**config.mk**
```make
export PLATFORM = sky130hd
export DESIGN_NAME = dfr_input_scheduler
export DESIGN_NICKNAME = d
export VERILOG_FILES = /design/src/rtl/dfr_pkg.sv /design/src/rtl/dfr_tag_pipe.sv /design/src/rtl/dfr_input_scheduler.sv
export SDC_FILE = /design/constraint.sdc
export NUM_CORES = 1
export LEC_CHECK = 0
export ABC_AREA = 1
export CAP_MARGIN = 0
export CELL_PAD_IN_SITES_DETAIL_PLACEMENT = 0
export CELL_PAD_IN_SITES_GLOBAL_PLACEMENT = 1
export CORE_ASPECT_RATIO = 0.9
export CORE_MARGIN = 4
export CORE_UTILIZATION = 42
export CTS_BUF_LIST = sky130_fd_sc_hd__clkbuf_4 sky130_fd_sc_hd__clkbuf_8
export CTS_CLUSTER_DIAMETER = 60
export DETAILED_ROUTE_END_ITERATION = 8
export PLACE_DENSITY = 0.91
export SLEW_MARGIN = 5
export SYNTH_ARGS = -nofsm -noshare
export SYNTH_HDL_FRONTEND = slang
export SYNTH_HIERARCHICAL = 1
export SYNTH_SLANG_ARGS = --single-unit
```
**constraint.sdc**
```tcl
create_clock -name clk -period 5.3 [get_ports clk]
set_clock_uncertainty 0.05 [all_clocks]
set_input_delay 1.59 -clock clk [delete_from_list [all_inputs] [get_ports clk]]
set_output_delay 1.59 -clock clk [all_outputs]
set_load 0.02 [all_outputs]
```
**src/rtl/dfr_pkg.sv**
```systemverilog
// Shared types and constants for the delay-feedback reservoir input scheduler.
package dfr_pkg;

  localparam int unsigned DFR_VIRTUAL_NODES = 10;
  localparam int unsigned NODE_WIDTH        = $clog2(DFR_VIRTUAL_NODES);
  localparam int unsigned SAMPLE_WIDTH      = 16;

  typedef enum logic [1:0] {
    IDLE,
    FETCH,
    INJECT,
    DRAIN
  } state_t;

  // Travels alongside each injected reservoir input until the matching output returns.
  typedef struct packed {
    logic                    valid;
    logic [NODE_WIDTH-1:0]   node;
    logic [SAMPLE_WIDTH-1:0] sample;
    logic                    last;
  } tag_t;

endpackage

```
**src/rtl/dfr_tag_pipe.sv**
```systemverilog
// Fixed-depth delay line for node tags; matches the reservoir's input-to-output latency.
module dfr_tag_pipe
  import dfr_pkg::*;
#(
  parameter int unsigned DEPTH = 1
) (
  input  logic clk,
  input  logic rst,
  input  tag_t tag_entry,
  output tag_t tag_exit,
  output logic empty
);

  tag_t stage [DEPTH];

  // Shift tags one stage per cycle; reset flushes every stage.
  always_ff @(posedge clk) begin
    if (rst) begin
      for (int unsigned i = 0; i < DEPTH; i++) begin
        stage[i] <= '0;
      end
    end else begin
      stage[0] <= tag_entry;
      for (int unsigned i = 1; i < DEPTH; i++) begin
        stage[i] <= stage[i-1];
      end
    end
  end

  assign tag_exit = stage[DEPTH-1];

  // Pipe is empty when no stage carries a valid tag.
  always_comb begin
    empty = 1'b1;
    for (int unsigned i = 0; i < DEPTH; i++) begin
      if (stage[i].valid) begin
        empty = 1'b0;
      end
    end
  end

endmodule

```
**src/rtl/dfr_input_scheduler.sv**
```systemverilog
// Feeds masked input samples to the reservoir, one cycle per virtual node,
// and tags the returning reservoir outputs for the readout layer.
module dfr_input_scheduler
  import dfr_pkg::*;
#(
  parameter int unsigned                     VIRTUAL_NODES = 10,
  parameter int unsigned                     DATA_WIDTH    = 32,
  parameter logic [VIRTUAL_NODES-1:0]        MASK          = 10'b1011001010,
  parameter int unsigned                     RES_LATENCY   = 1,
  parameter int unsigned                     WARMUP        = 2,
  parameter int unsigned                     CNT_WIDTH     = 16
) (
  input  logic                              clk,
  input  logic                              rst,
  input  logic                              start,
  input  logic [CNT_WIDTH-1:0]              num_samples,
  output logic                              busy,
  output logic                              done,
  input  logic [DATA_WIDTH-1:0]             s_data,
  input  logic                              s_valid,
  output logic                              s_ready,
  output logic [DATA_WIDTH-1:0]             res_din,
  input  logic [DATA_WIDTH-1:0]             res_dout,
  output logic [DATA_WIDTH-1:0]             node_data,
  output logic [$clog2(VIRTUAL_NODES)-1:0]  node_idx,
  output logic [CNT_WIDTH-1:0]              node_sample,
  output logic                              node_valid,
  output logic                              node_last
);

  localparam int unsigned    NW        = $clog2(VIRTUAL_NODES);
  localparam logic [NW-1:0]  LAST_NODE = NW'(VIRTUAL_NODES - 1);

  state_t                 state;
  state_t                 state_next;
  logic [NW-1:0]          node_cnt;
  logic [NW-1:0]          node_next;
  logic [DATA_WIDTH-1:0]  sample;
  logic [DATA_WIDTH-1:0]  sample_next;
  logic [DATA_WIDTH-1:0]  din_next;
  logic [CNT_WIDTH-1:0]   num_lat;
  logic [CNT_WIDTH-1:0]   accepted;
  logic [CNT_WIDTH-1:0]   cur_sample;
  logic                   last_node;
  logic                   more;
  logic                   accept;
  logic                   done_next;
  tag_t                   tag_entry;
  tag_t                   tag_exit;
  logic                   pipe_empty;
  logic                   keep;

  assign last_node = (node_cnt == LAST_NODE);
  // accepted already counts the sample being injected
  assign more      = (accepted < num_lat);
  assign s_ready   = (state == FETCH) || ((state == INJECT) && last_node && more);
  assign accept    = s_ready && s_valid;

  // Next-state, next node/sample and the masked word that res_din will hold next cycle.
  always_comb begin
    state_next  = state;
    node_next   = node_cnt;
    sample_next = sample;
    done_next   = 1'b0;
    din_next    = '0;
    unique case (state)
      IDLE: begin
        if (start) begin
          if (num_samples != '0) state_next = FETCH;
          else                   done_next  = 1'b1;
        end
      end
      FETCH: begin
        if (accept) begin
          state_next  = INJECT;
          node_next   = '0;
          sample_next = s_data;
        end
      end
      INJECT: begin
        if (!last_node) begin
          node_next = node_cnt + NW'(1);
        end else if (accept) begin
          node_next   = '0;
          sample_next = s_data;
        end else if (more) begin
          state_next = FETCH;
        end else begin
          state_next = DRAIN;
        end
      end
      DRAIN: begin
        // empty pipe means the final tag is in the output register this cycle
        if (pipe_empty) begin
          state_next = IDLE;
          done_next  = 1'b1;
        end
      end
      default: state_next = IDLE;
    endcase
    if (state_next == INJECT) begin
      din_next = MASK[node_next] ? sample_next : -sample_next;
    end
  end

  // Control registers and the registered reservoir input.
  always_ff @(posedge clk) begin
    if (rst) begin
      state      <= IDLE;
      node_cnt   <= '0;
      sample     <= '0;
      num_lat    <= '0;
      accepted   <= '0;
      cur_sample <= '0;
      res_din    <= '0;
      done       <= 1'b0;
      busy       <= 1'b0;
    end else begin
      state    <= state_next;
      node_cnt <= node_next;
      sample   <= sample_next;
      res_din  <= din_next;
      done     <= done_next;
      busy     <= (state_next != IDLE);
      if ((state == IDLE) && start) begin
        num_lat  <= num_samples;
        accepted <= '0;
      end
      if (accept) begin
        cur_sample <= accepted;
        accepted   <= accepted + CNT_WIDTH'(1);
      end
    end
  end

  always_comb begin
    tag_entry        = '0;
    tag_entry.valid  = (state == INJECT);
    tag_entry.node   = node_cnt;
    tag_entry.sample = cur_sample;
    tag_entry.last   = last_node && !more;
  end

  dfr_tag_pipe #(
    .DEPTH(RES_LATENCY)
  ) u_tag_pipe (
    .clk       (clk),
    .rst       (rst),
    .tag_entry (tag_entry),
    .tag_exit  (tag_exit),
    .empty     (pipe_empty)
  );

  assign keep = tag_exit.valid && (tag_exit.sample >= CNT_WIDTH'(WARMUP));

  // Capture the reservoir output paired with the exiting tag.
  always_ff @(posedge clk) begin
    if (rst) begin
      node_data   <= '0;
      node_idx    <= '0;
      node_sample <= '0;
      node_valid  <= 1'b0;
      node_last   <= 1'b0;
    end else begin
      node_valid <= keep;
      node_last  <= keep && tag_exit.last;
      if (tag_exit.valid) begin
        node_data   <= res_dout;
        node_idx    <= tag_exit.node;
        node_sample <= tag_exit.sample;
      end
    end
  end

endmodule

```
==> run_results.csv, run 1 <==
group,metric,value,unit
run_status,status,"finished clean",
placed_design,gp_congestion,0.8711,
logic_synthesis,synth_cell_types,41,
critical_path,r2r_end,"res_din[26]",
drt,drt_wl_total,25600,um
power_and_ir_drop,vdd_drop_max,167.1,uV
logic_synthesis,synth_compound_area_frac,0.1508,
drt,postRouteAntennaNets,0,
sta,hold_violations,0,
final_layout,design_area,11670,um2
final_layout,n_antenna_cell,0,
critical_path,crit_end,"s_ready",
critical_path,timing.rr.start,"accepted[11]",
drt,wl_per_cell,14.21,um
final_layout,seq_area,3924,um2
critical_path,crit_fanout,32,
sta,worstMarginPinSlew,1191,ps
clock_tree,cts_buffers,17,
final_layout,final_cell_mix,"nor2_1, nand2_1, dfxtp_1",
critical_path,slowest_delay,690,ps
critical_path,crit_type,"reg -> out",
die,start_util,0.4321,
critical_path,crit_chain,"ha_1 > nand2_1 > inv_1 > o21ai_1 > a21oi_1 > nor2_1 > nand3_2 > nand2_4 > clkdlybuf4s50_1",
clock_tree,cts_root_buf,"clkbuf_8",
drt,dr.pass1.iters,5,
placed_design,dpl.hpwl,17770,um
sta,period_minus_slack,4598,ps
critical_path,critPathRequiredTime,3660,ps
grt,grt_usage,0.2018,
drt,num_vias,8927,
drt,drc,0,
final_layout,fillers,2227,
logic_synthesis,synth_area,9485,um2
logic_synthesis,muxShareOfSynthArea,0,
final_layout,final_common_cell,"nor2_1",
critical_path,cp_num_cells,9,
sta,rsz0062_at_grt,"false",
final_layout,layout.nets,1606,
drt,drtIter0Drc,737,
clock_tree,tritoncts,"built",
logic_synthesis,synth-simple-area-share,0.3046,
die,dieHeight,150.6,um
logic_synthesis,yosys_warnings,6,
critical_path,critPathBufInv,2,
run,drv_cap,0,
power_and_ir_drop,leakage,5.145,nW
die,rows,51,
sta,setup_viol,0,
min_path,worstHoldPathType,"reg -> reg",
final_layout,drive_above_1_share,0.06817,
sta,tns,0,ps
clock_tree,cts_buffer_depth,2,
sta,finalMaxSlewViolations,0,
logic_synthesis,ys.flop_type,"dfxtp_1",
final_layout,synthToLayoutAreaGrowth,23.03,%
clock_tree,insertion_delay,460,ps
critical_path,worst_setup_path_start_kind,"flip-flop",
power_and_ir_drop,p_per_area,289.1,nW/um2
logic_synthesis,synth-seq-cells,196,
clock_tree,ctsHoldBuffers,0,
die,coreArea,21950,um2
critical_path,path_delay_family,"simple AND/OR/NAND/NOR gates",
logic_synthesis,synth_top_family_by_area,"simple AND/OR/NAND/NOR gates",
logic_synthesis,syn_inst,1367,
placed_design,dpl-instance-area,11290,um2
logic_synthesis,synth_fp_nets,1475,
final_layout,multiInputGateArea,4637,um2
logic_synthesis,synth_xor_area_frac,0.001847,
clock_tree,cts_resized,0,
die,num_io_pins,173,
die,die_area,25060,um2
die,fp.dieW,166.4,um
grt,grt_pass1_vias,8252,
clock_tree,path_clk_slew,100,ps
grt,grt_pass1_wl,41990,um
logic_synthesis,async_flop_share,0,
grt,grt_max_degree,85,
sta,hold_ws,373.2,ps
sta,slew_headroom,0.2060,
logic_synthesis,synth.avg_cell_area,6.939,um2
grt,antenna_found_initial,0,
critical_path,reg2reg_slack,1460,ps
clock_tree,cts_setup_buffers,0,
power_and_ir_drop,design_power_total,3.374,mW
logic_synthesis,synth_edf_count,0,
critical_path,startpoint,"accepted[11]",
placed_design,port_buffers,172,
clock_tree,cts_max_level,4,
logic_synthesis,seq_area_frac_synth,0.4137,
critical_path,r2r_cells,20,
drt,via_per_inst,4.954,
sta,fin_crit_sh,0.8676,
critical_path,cp.arrival,2960,ps
critical_path,cpMaxStageDelayCell,"clkdlybuf4s50_1",
clock_tree,cts_num_sinks,196,
sta,fmax,217.5,MHz
logic_synthesis,synthAdderAreaFrac,0.03166,
critical_path,end_kind,"primary output",
final_layout,final_util,0.5316,
grt,grt-ovfl-total,0,
==> synth_stat cells, types with 8 or more instances <==
library cell | n | share of area
a21oi_1 | 67 | 0.035
a31oi_1 | 32 | 0.021
buf_6 | 8 | 0.0095
clkbuf_1 | 52 | 0.021
dfxtp_1 | 196 | 0.41
ha_1 | 24 | 0.032
inv_1 | 138 | 0.055
nand2_1 | 245 | 0.097
nand2_2 | 23 | 0.015
nand3_1 | 67 | 0.035
nand3b_1 | 20 | 0.016
nand4_1 | 11 | 0.0073
nor2_1 | 250 | 0.099
nor3_1 | 15 | 0.0079
o21ai_0 | 140 | 0.074
==> flip-flops by register name (all words and copies together) (netlist names) <==
register / cells
sample: 32
u_tag_pipe/stage: 22
done: 1
num_lat: 16
node_data: 32
busy: 1
node_sample: 16
state: 2
node_idx: 4
cur_sample: 16
node_cnt: 4
node_valid: 1
node_last: 1
accepted: 16
res_din: 32
==> worst reg2reg max path: stages (launching register included) <==
cell,delay [ps]
dfxtp_1,500
ha_1,310
nand2_1,70
inv_1,40
o21ai_1,70
a21oi_1,90
nor2_1,230
nand3_2,130
nand2_4,340
nand2_4,280
inv_2,180
o21ai_0,100
a21oi_1,190
nor2_1,100
nor2_4,300
buf_4,320
nand2_1,140
nand4_1,140
nand2_1,60
nand2_1,50
nor2_1,40
==> area by class of cell <==
cell class	count	area share
Tap cell	291	0.03120
Inverter	146	0.04696
Sequential cell	196	0.3362
Multi-Input combinational cell	952	0.3973
Clock inverter	15	0.01276
Timing Repair Buffer	185	0.1555
Clock buffer	17	0.02005
==> layer usage <==
metal  global-route usage  vias to the layer above  share of wire
met5                    0                        -              0
met4              0.04540                        0          0.011
met3              0.03702                       23          0.051
met2               0.3073                      237           0.42
met1               0.2984                     3993           0.52
li1                     -                     4674              -
==> worst min-delay path by stage <==
stage	from	endpoint	slack (ps)	depth (start not counted)
2_1_floorplan	cur_sample[9]	u_tag_pipe/stage[0][10]	350	2
6_report	cur_sample[6]	u_tag_pipe/stage[0][7]	370	2
3_3_place_gp	cur_sample[2]	u_tag_pipe/stage[0][3]	360	2
4_1_cts	cur_sample[4]	u_tag_pipe/stage[0][5]	370	2
5_1_grt	cur_sample[13]	u_tag_pipe/stage[0][14]	380	2
3_5_place_dp	cur_sample[6]	u_tag_pipe/stage[0][7]	360	2
==> per-stage QoR <==
stage	setup WS (ps)	cells
2_1_floorplan	2082	1367
3_3_place_gp	910.3	1770
3_5_place_dp	883.2	1770
4_1_cts	662.5	1802
5_1_grt	501.2	1802
6_report	701.9	1802
==> where the power goes <==
part           leakage [nW]  internal [mW]  switching, mW
Sequential             1.59           1.55         0.0368
Combinational          3.36          0.296          0.552
Clock                 0.195          0.349          0.590
Total                  5.14           2.19           1.18
==> logic make-up after synthesis <==
family                   Yosys count
AND/OR/NAND/NOR                  661
AO/OA/AOI/OAI                    265
buffers and inverters            219
flip-flops                       196
adder cells (fa/ha/maj)           24
XOR/XNOR                           2
Power figures use the tool's default switching activity.
==> inputs of run 2 (changes only) <==
--- a/config.mk
+++ b/config.mk
@@ -12,7 +12,7 @@
 export CORE_ASPECT_RATIO = 0.9
 export CORE_MARGIN = 4
 export CORE_UTILIZATION = 42
-export CTS_BUF_LIST = sky130_fd_sc_hd__clkbuf_4 sky130_fd_sc_hd__clkbuf_8
+export CTS_BUF_LIST = sky130_fd_sc_hd__clkbuf_8
 export CTS_CLUSTER_DIAMETER = 60
 export DETAILED_ROUTE_END_ITERATION = 8
 export PLACE_DENSITY = 0.91
==> results of run 2 <==
The final DEF is identical to that of run 1; final timing and power are the same.
